===== src/rtl/ps2_pkg.sv =====
// ps2_pkg: shared definitions for the PS/2 keyboard receiver.
//   - receiver FSM state type
//   - E0 / F0 prefix byte values
//   - bit offsets of the fields in the 64-bit kbin status word
//   - odd-parity helper for frame validation
package ps2_pkg;

  typedef enum logic [1:0] {
    IDLE,
    DATA,
    PARITY,
    STOP
  } ps2_state_e;

  localparam logic [7:0] PS2_PREFIX_EXT = 8'hE0;
  localparam logic [7:0] PS2_PREFIX_BRK = 8'hF0;

  localparam int unsigned KB_CODE_LSB   = 0;
  localparam int unsigned KB_BRK        = 8;
  localparam int unsigned KB_EXT        = 9;
  localparam int unsigned KB_EVCNT_LSB  = 16;
  localparam int unsigned KB_ERRCNT_LSB = 32;
  localparam int unsigned KB_VALID      = 63;

  // A PS/2 frame is good when data plus parity hold an odd number of ones.
  function automatic logic oddParityOk(input logic [7:0] dataByte, input logic parityBit);
    return ^{dataByte, parityBit};
  endfunction

endpackage


===== src/rtl/ps2_line_filter.sv =====
// ps2_line_filter: two-flop synchroniser followed by a glitch filter for one
// raw PS/2 line. The filtered output changes only after FILTER_LEN consecutive
// synchronised samples disagree with it. Everything presets to 1 (idle bus).
// Ports:
//   clk      in   system clock
//   reset    in   asynchronous, active-low reset
//   lineRaw  in   raw line, asynchronous to clk
//   lineFilt out  synchronised and filtered line
module ps2_line_filter #(
  parameter int unsigned FILTER_LEN = 8
) (
  input  logic clk,
  input  logic reset,
  input  logic lineRaw,
  output logic lineFilt
);

  localparam int unsigned CW = (FILTER_LEN > 1) ? $clog2(FILTER_LEN + 1) : 1;

  logic          sync1;
  logic          sync2;
  logic [CW-1:0] runCnt;

  always_ff @(posedge clk or negedge reset) begin
    if (!reset) begin
      sync1    <= 1'b1;
      sync2    <= 1'b1;
      runCnt   <= '0;
      lineFilt <= 1'b1;
    end else begin
      sync1 <= lineRaw;
      sync2 <= sync1;
      // runCnt holds how many disagreeing samples preceded the current one.
      if (sync2 == lineFilt) begin
        runCnt <= '0;
      end else if (runCnt == CW'(FILTER_LEN - 1)) begin
        lineFilt <= sync2;
        runCnt   <= '0;
      end else begin
        runCnt <= runCnt + CW'(1);
      end
    end
  end

endmodule


===== src/rtl/ps2_kbd_in.sv =====
// ps2_kbd_in: PS/2 keyboard receiver producing the 64-bit kbin status word.
// Deframes 11-bit device-to-host frames, checks odd parity and the stop bit,
// folds E0/F0 prefixes into extended/break flags and counts events and errors.
// Optional macro PS2_KBD_FIFO_EN: published events are queued in a FIFO_DEPTH
// FIFO; kbin[9:0] shows the head, kbin[63] is "not empty", kb_pop dequeues.
// Ports:
//   clk       in   system clock
//   reset     in   asynchronous, active-low reset
//   ps2_clk   in   raw PS/2 clock
//   ps2_data  in   raw PS/2 data
//   kb_pop    in   dequeue request (FIFO build only)
//   kbin      out  status word: code, break, extended, event/error counts, valid
//   key_event out  one-cycle pulse per published event
//   frame_err out  one-cycle pulse per frame error
module ps2_kbd_in #(
  parameter int unsigned FILTER_LEN     = 8,
  parameter int unsigned TIMEOUT_CYCLES = 100000,
  parameter int unsigned FIFO_DEPTH     = 4
) (
  input  logic        clk,
  input  logic        reset,
  input  logic        ps2_clk,
  input  logic        ps2_data,
  input  logic        kb_pop,
  output logic [63:0] kbin,
  output logic        key_event,
  output logic        frame_err
);

  import ps2_pkg::*;

  localparam int unsigned WD_W = $clog2(TIMEOUT_CYCLES + 1);

  logic clkF;
  logic dataF;
  logic clkPrev;
  logic fall;

  ps2_line_filter #(.FILTER_LEN(FILTER_LEN)) uClkFilt (
    .clk      (clk),
    .reset    (reset),
    .lineRaw  (ps2_clk),
    .lineFilt (clkF)
  );

  ps2_line_filter #(.FILTER_LEN(FILTER_LEN)) uDataFilt (
    .clk      (clk),
    .reset    (reset),
    .lineRaw  (ps2_data),
    .lineFilt (dataF)
  );

  assign fall = clkPrev & ~clkF;

  ps2_state_e      state, stateNext;
  logic [2:0]      bitCnt, bitCntNext;
  logic [7:0]      shiftReg, shiftNext;
  logic            parBit, parNext;
  logic [WD_W-1:0] wdog, wdogNext;
  logic            extPend, extNext;
  logic            brkPend, brkNext;
  logic            pubNow;
  logic            errNow;
  logic            dropNow;
  logic [9:0]      evWord;
  logic [15:0]     evCnt;
  logic [7:0]      errCnt;
  logic [9:0]      headEv;
  logic            validBit;

  always_comb begin
    stateNext  = state;
    bitCntNext = bitCnt;
    shiftNext  = shiftReg;
    parNext    = parBit;
    wdogNext   = '0;
    extNext    = extPend;
    brkNext    = brkPend;
    pubNow     = 1'b0;
    errNow     = 1'b0;
    case (state)
      IDLE: begin
        if (fall) begin
          if (!dataF) begin
            stateNext  = DATA;
            bitCntNext = '0;
          end else begin
            errNow = 1'b1;
          end
        end
      end
      DATA: begin
        if (fall) begin
          shiftNext = {dataF, shiftReg[7:1]};
          if (bitCnt == 3'd7) begin
            stateNext = PARITY;
          end else begin
            bitCntNext = bitCnt + 3'd1;
          end
        end
      end
      PARITY: begin
        if (fall) begin
          parNext   = dataF;
          stateNext = STOP;
        end
      end
      STOP: begin
        if (fall) begin
          stateNext = IDLE;
          if (dataF && oddParityOk(shiftReg, parBit)) begin
            if (shiftReg == PS2_PREFIX_EXT) begin
              extNext = 1'b1;
            end else if (shiftReg == PS2_PREFIX_BRK) begin
              brkNext = 1'b1;
            end else begin
              pubNow  = 1'b1;
              extNext = 1'b0;
              brkNext = 1'b0;
            end
          end else begin
            errNow  = 1'b1;
            extNext = 1'b0;
            brkNext = 1'b0;
          end
        end
      end
      default: stateNext = IDLE;
    endcase
    // Watchdog only runs while a frame is open; an edge always takes priority.
    if (state != IDLE && !fall) begin
      if (wdog == WD_W'(TIMEOUT_CYCLES - 1)) begin
        stateNext = IDLE;
        errNow    = 1'b1;
        extNext   = 1'b0;
        brkNext   = 1'b0;
      end else begin
        wdogNext = wdog + WD_W'(1);
      end
    end
  end

  assign evWord = {extPend, brkPend, shiftReg};

  always_ff @(posedge clk or negedge reset) begin
    if (!reset) begin
      state     <= IDLE;
      bitCnt    <= '0;
      shiftReg  <= '0;
      parBit    <= 1'b0;
      wdog      <= '0;
      extPend   <= 1'b0;
      brkPend   <= 1'b0;
      clkPrev   <= 1'b1;
      evCnt     <= '0;
      errCnt    <= '0;
      key_event <= 1'b0;
      frame_err <= 1'b0;
    end else begin
      state     <= stateNext;
      bitCnt    <= bitCntNext;
      shiftReg  <= shiftNext;
      parBit    <= parNext;
      wdog      <= wdogNext;
      extPend   <= extNext;
      brkPend   <= brkNext;
      clkPrev   <= clkF;
      key_event <= pubNow;
      frame_err <= errNow;
      if (pubNow) begin
        evCnt <= evCnt + 16'd1;
      end
      if ((errNow || dropNow) && errCnt != 8'hFF) begin
        errCnt <= errCnt + 8'd1;
      end
    end
  end

`ifdef PS2_KBD_FIFO_EN
  localparam int unsigned PTR_W = (FIFO_DEPTH > 1) ? $clog2(FIFO_DEPTH) : 1;

  logic [9:0]       fifoMem [FIFO_DEPTH];
  logic [PTR_W-1:0] wrPtr;
  logic [PTR_W-1:0] rdPtr;
  logic [PTR_W:0]   fifoCnt;
  logic             fifoFull;
  logic             popNow;
  logic             pushNow;

  assign fifoFull = (fifoCnt == (PTR_W + 1)'(FIFO_DEPTH));
  assign popNow   = kb_pop && (fifoCnt != '0);
  // A pop in the same cycle frees the slot, so a full FIFO still accepts.
  assign pushNow  = pubNow && (!fifoFull || popNow);
  assign dropNow  = pubNow && fifoFull && !popNow;

  always_ff @(posedge clk or negedge reset) begin
    if (!reset) begin
      wrPtr   <= '0;
      rdPtr   <= '0;
      fifoCnt <= '0;
    end else begin
      if (pushNow) begin
        wrPtr <= wrPtr + PTR_W'(1);
      end
      if (popNow) begin
        rdPtr <= rdPtr + PTR_W'(1);
      end
      if (pushNow && !popNow) begin
        fifoCnt <= fifoCnt + (PTR_W + 1)'(1);
      end else if (popNow && !pushNow) begin
        fifoCnt <= fifoCnt - (PTR_W + 1)'(1);
      end
    end
  end

  always_ff @(posedge clk) begin
    if (pushNow) begin
      fifoMem[wrPtr] <= evWord;
    end
  end

  assign validBit = (fifoCnt != '0);
  assign headEv   = validBit ? fifoMem[rdPtr] : '0;
`else
  logic [9:0] lastEv;
  logic       unusedPop;
  localparam int unsigned unusedDepth = FIFO_DEPTH;

  assign unusedPop = kb_pop;
  assign dropNow   = 1'b0;

  always_ff @(posedge clk or negedge reset) begin
    if (!reset) begin
      lastEv   <= '0;
      validBit <= 1'b0;
    end else if (pubNow) begin
      lastEv   <= evWord;
      validBit <= 1'b1;
    end
  end

  assign headEv = lastEv;
`endif

  always_comb begin
    kbin                          = '0;
    kbin[KB_CODE_LSB +: 8]        = headEv[7:0];
    kbin[KB_BRK]                  = headEv[8];
    kbin[KB_EXT]                  = headEv[9];
    kbin[KB_EVCNT_LSB +: 16]      = evCnt;
    kbin[KB_ERRCNT_LSB +: 8]      = errCnt;
    kbin[KB_VALID]                = validBit;
  end

endmodule


===== config.mk =====
export PLATFORM = sky130hd
export DESIGN_NAME = ps2_kbd_in
export DESIGN_NICKNAME = d
export VERILOG_FILES = /design/src/rtl/ps2_pkg.sv /design/src/rtl/ps2_line_filter.sv /design/src/rtl/ps2_kbd_in.sv
export SDC_FILE = /design/constraint.sdc
export NUM_CORES = 1
export LEC_CHECK = 0
export BUFFER_PORTS_ARGS = -buffer_cell sky130_fd_sc_hd__buf_2
export CORE_UTILIZATION = 40
export CTS_CLUSTER_DIAMETER = 60
export CTS_CLUSTER_SIZE = 40
export DETAILED_ROUTE_END_ITERATION = 12
export MAX_ROUTING_LAYER = met4
export SETUP_SLACK_MARGIN = 0.15
export SLEW_MARGIN = 10
export SYNTH_ARGS = -nofsm -noshare
export SYNTH_HDL_FRONTEND = slang
export SYNTH_HIERARCHICAL = 1
export SYNTH_SLANG_ARGS = --single-unit

===== constraint.sdc =====
create_clock -name clk -period 3.9 [get_ports clk]
set_input_delay 0.78 -clock clk [delete_from_list [all_inputs] [get_ports clk]]
set_output_delay 0.78 -clock clk [all_outputs]
set_load 0.1 [all_outputs]

---- Yosys cells after proc, flatten, opt, wreduce, memory -nomap -nowiden ----
Cells that the tools add are included.
operators by class
  $add $sub $neg .......................... 6
  equal/unequal tests ..................... 16
  muxes and demuxes ....................... 46
  bitwise logic cells ..................... 4
  reductions and logical operators ........ 13
operator list
  kind                                                 count
  2-to-1 mux 17 bit                                    2
  2-to-1 mux 1 bit                                     25
  adder 17 x 1 -> 17 bit, second input constant        1
  equality test 17 bit, second input constant          1
  adder 16 x 1 -> 16 bit, second input constant        1
  equality test 8 bit, second input constant           2
  2-to-1 mux 2 bit                                     8
  2-to-1 mux 4 bit                                     4
  2-to-1 mux 3 bit                                     4
  parity 9 bit                                         1
  adder 4 x 1 -> 4 bit, second input constant          2
  adder 8 x 1 -> 8 bit, second input constant          1
  equality test 4 x 3 -> 1 bit, second input constant  2
  != test 2 bit, second input constant                 4
  != test 8 bit, second input constant                 1
  case mux 2 bit (4 select lines)                      1
  AND reduction 2 bit                                  4
  case mux 3 bit (2 select lines)                      1
  AND reduction 5 bit                                  1
  equality test 2 bit, second input constant           2
  nonzero test 2 bit                                   2
  adder 3 x 1 -> 3 bit, second input constant          1
  equality test 3 bit, second input constant           1
  logical AND 1 bit                                    3
  other kinds (7)                                      10
storage, ports and cells
  bits in registers ....................... 85
  output and inout bits ................... 66

---- Logic depth before layout (Yosys ltp) ----
  depth in word-level cells ............... 8
  gate-level depth with buffers ........... 9
  depth with buffers taken out ............ 7

---- Cells and area by module ----
The synthesis kept the hierarchy.
modules (own cells, without submodules)
  module                       instances  cells each  area an instance (µm²)  seq. area each (µm²)
  ps2_kbd_in                   1          326         3524.6                  1778.0
  ps2_line_filter (uDataFilt)  1          19          289.0                   178.9
  ps2_line_filter (uClkFilt)   1          20          271.5                   178.9

---- Least setup slack after synthesis ----
OpenSTA, ideal clock, no wires.
  kind .................................... flip-flop to flip-flop
  start ................................... register shiftReg[2]
  end ..................................... register evCnt[9]
  library setup time ...................... 0.158 ns
  arrival ................................. 2.076 ns
  required time ........................... 3.742 ns
  setup slack ............................. 1.666 ns
  stages on the path, launching flop included .. 10
  clock period less this slack ............ 2.234 ns
  path through ............................ dfrtp_1 -> xnor2_1 -> xnor3_1 -> xnor2_1 -> and3_2 -> buf_4 -> and3_1 -> buf_4 -> nand4_1 -> xnor2_1
between the ends
  longest elaborated chain between the ends .. 6
  elaborated cells on any way between the ends .. 9
RTL lines
  item                    RTL line           text
  start, declared         ps2_kbd_in.sv:57   logic [7:0] shiftReg, shiftNext;
  start signal, assigned  ps2_kbd_in.sv:162  shiftReg <= shiftNext;
  equality test 8 bit     ps2_kbd_in.sv:114  end else if (shiftReg == PS2_PREFIX_BRK) begin
  2-to-1 mux 1 bit        ps2_kbd_in.sv:114
  2-to-1 mux 1 bit        ps2_kbd_in.sv:112  if (shiftReg == PS2_PREFIX_EXT) begin
  2-to-1 mux 1 bit (*)    ps2_kbd_in.sv:111  if (dataF && oddParityOk(shiftReg, parBit)) begin
  2-to-1 mux 1 bit (*)    ps2_kbd_in.sv:109  if (fall) begin
  2-to-1 mux 1 bit (*)    ps2_kbd_in.sv:81   case (state)
  end signal, assigned    ps2_kbd_in.sv:171  evCnt <= evCnt + 16'd1;
  end, declared           ps2_kbd_in.sv:66   logic [15:0] evCnt;
Mark *: on every way between the ends. The rest lies on a longest branch, timed or not.
A chain may end at the register's enable or synchronous reset.

---- Worst setup path in the final report ----
Same ends and word-level chain as after synthesis.

==> flow_summary.yaml <==
floorplanning:
  fp.dieH_um: 103
  die_x_um: 103
  die_area_um2: 10600
  initial_core_util_pct: 41.6
  rows: 36
  core_um2: 9820
  num_io_pins: 71
drt:
  wirelength_mm: 6.62
  wl_met3_um: 296
  vias: 2629
  antenna_left: 0
  top_layer: "met4"
  wl_per_cell_um: 12.2
  wl_met2_mm: 3.14
  firstDrtPassIters: 4
  viasPerCell: 4.84
  m1WireLength_mm: 3.12
  drc: 0
  drt_iter0_drc: 60
pwr:
  power.internal_uw: 1560
  switching_share_pct: 32.1
  p_per_area_nw_per_um2: 505
  power_frac_clock_pct: 32.9
  seqPwrFrac_pct: 45.9
  combPwrFrac_pct: 21.2
  power_leakage_uw: 0.00223
  ir_drop_mv: 0.225
  power_switching_uw: 736
clocking:
  cts_sinks: 85
  clk_latency_ns: 0.35
  post_cts_resize_count: 0
  postCtsHoldBufs: 0
  cts_max_path_buffers: 2
  cts-root-buf: "clkbuf_8"
  postCtsSetupRepairBufs: 0
  cts_buffers: 9
  htree_levels: 3
  clkTransAtPathRegs_ns: 0.08
  cts_tree: "done"
timing:
  slew_headroom_pct: 37.5
  fmax_ghz: 0.384
  min_period_ns: 2.61
  tightest_slew_ns: 0.937
  rsz0062_at_grt: "false"
  skew_ns: 0.00958
  hold_violations: 0
  setup_ws_ns: 1.29
  whs_ns: 0.358
  finalCritPeriodShare_pct: 66.8
  setup_violations: 0
  drv_slew: 0
  finalSetupTns_ns: 0
place:
  place_hpwl_mm: 4.47
  place_ws_ns: 1.29
  portBuffers: 40
  place_congestion: 0.775
finish:
  synthToLayoutAreaGrowth_pct: 11.2
  nets: 421
  diodes: 0
  drive_gt1_share_pct: 22.7
worst_setup_path:
  crit_arrival_ns: 2.85
  required_ns: 4.14
  end_kind: "flop"
  crit_type: "reg2reg"
  critPathMaxFanout: 19
  cp-start-kind: "flop"
logic_synthesis:
  yosysWarnings: 6
  syn_area_um2: 4090
  syn-instance-count: 365
  yosys_register_bits: 85
  yosysSeqAreaShare_pct: 52.3
  postSynthAreaPerCell_um2: 11.2
  ys_types: 49
global_routing:
  antenna_found_initial: 0
  gr-usage-all-layers_pct: 14.3
  grt_pass1_wl_mm: 11.5
  grt-ovfl-total: 0
  grt_pass1_vias: 2497
  grt_max_degree: 77
min_path:
  hold_path.class: "reg2reg"
run_status:
  status: "finished clean"
run:
  drv_cap: 0
==> layout by cell type (no fill, tap or decap), types with 3 or more instances in the layout <==
cell / count
dfrtp_1: 78
buf_2: 39
xnor2_1: 31
nor2_1: 30
conb_1: 29
nand2_1: 24
nand3_1: 21
mux2_2: 20
xor2_1: 14
nand4_1: 12
ha_1: 11
inv_1: 10
clkbuf_8: 10
o21ai_0: 7
dfstp_2: 7
and3_1: 6
nor2b_1: 5
a21oi_1: 4
nor3_1: 4
a31oi_1: 3
and4_1: 3
bufinv_16: 3
==> synthesized netlist by cell type, drive strengths merged <==
cell type	number	area (um^2)
a211oi	1	12.5
a21oi	5	36.3
a221oi	1	8.76
a31o	1	8.76
a31oi	3	18.8
and2	3	18.8
and3	7	45.1
and4	4	36.3
buf	33	245
clkbuf	7	26.3
conb	1	3.75
dfrtp	78	1950
dfstp	7	184
ha	11	138
inv	10	37.5
mux2	22	255
mux2i	2	20.0
nand2	24	90.1
nand2b	1	6.26
nand3	21	105
nand3b	1	7.51
nand4	12	75.1
nand4b	2	17.5
nor2	31	119
nor2b	5	31.3
nor3	4	20.0
nor3b	2	20.0
nor4	1	6.26
nor4b	2	17.5
o211ai	2	15.0
o21a	1	7.51
o21ai	7	35.0
o22ai	1	6.26
or2	1	6.26
or2b	1	7.51
or3	2	12.5
or3b	1	8.76
or4	1	7.51
xnor2	31	272
xnor3	1	22.5
xor2	14	123
==> cells by family (layout without fill, tap and decap cells) <==
group | count (synthesis) | count (layout) | share of synthesized area (%)
fa+ha+maj | 11 | 11 | 3.37
other cells | 1 | 29 | 0.0918
xor+xnor | 46 | 46 | 10.2
simple gates | 126 | 126 | 16.1
flops | 85 | 85 | 52.3
compound gates | 22 | 22 | 3.64
mux | 24 | 24 | 6.74
buf+inv | 50 | 67 | 7.57
==> routing by layer <==
metal / vias to the layer above / GRT usage (%)
li1: 1261 / -
met1: 1303 / 17.2
met2: 60 / 23.6
met3: 5 / 4.07
met4: 0 / 3.58
met5: - / -
==> worst paths after layout <==
path | end | startpoint | cells after the start | slack (ns)
worst max-delay path | evCnt[9]$_DFFE_PN0P_ | shiftReg[2]$_DFFE_PN0P_ | 7 | 1.29
worst min-delay path | uClkFilt/sync2$_DFF_PN1_ | uClkFilt/sync1$_DFF_PN1_ | 0 | 0.36
worst max register to register | evCnt[9]$_DFFE_PN0P_ | shiftReg[2]$_DFFE_PN0P_ | 7 | 1.29
worst min register to register | uClkFilt/sync2$_DFF_PN1_ | uClkFilt/sync1$_DFF_PN1_ | 0 | 0.36
max in group asynchronous | wdog[5]$_DFF_PN0_ | reset | 2 | 2.64
min in group asynchronous | evCnt[14]$_DFFE_PN0P_ | reset | 1 | 0.55
==> stage by stage <==
| stage | power, uW | instance area [um^2] | utilization (%) | std cells |
|---|---|---|---|---|
| floorplan | 1490 | 4190 | - | 393 |
| global placement | 1550 | 4300 | 43.7 | 527 |
| detailed placement | 1560 | 4300 | 43.7 | 527 |
| CTS | 2330 | 4540 | 46.3 | 543 |
| global route | 2430 | 4540 | 46.3 | 543 |
| finish | 2290 | 4540 | 46.3 | 543 |
==> critical path, cell delays in order (launching register included) <==
cell     delay (ns)
dfrtp_1        0.44
xnor2_1        0.19
xnor3_1        0.42
xnor2_1        0.27
and3_2         0.49
and3_1         0.40
nand4_1        0.15
xnor2_1        0.15
==> flip-flops by register name, indices dropped and copies added (netlist names), 2 cells and up <==
register,cells
bitCnt,3
shiftReg,8
evCnt,16
wdog,17
headEv,10
uClkFilt/runCnt,4
state,2
errCnt,8
uDataFilt/runCnt,4
==> power by group through the flow <==
stage / combinational [uW] / sequential [uW] / clock, uW
after CTS: 492 / 1050 / 781
after floorplan: 417 / 1070 / 0
after global routing: 540 / 1070 / 818
after detailed placement: 491 / 1070 / 0
final: 487 / 1050 / 754
after global placement: 480 / 1070 / 0
==> layout make-up <==
cell class | instances | area [um^2]
tap | 133 | 166
inverter | 10 | 37.5
sequential | 85 | 2140
clock buffer | 11 | 141
clock inverter | 5 | 106
timing repair buffer | 41 | 210
fill | 934 | 5280
multi-input combinational | 258 | 1750
(Power assumes the default switching activity.)
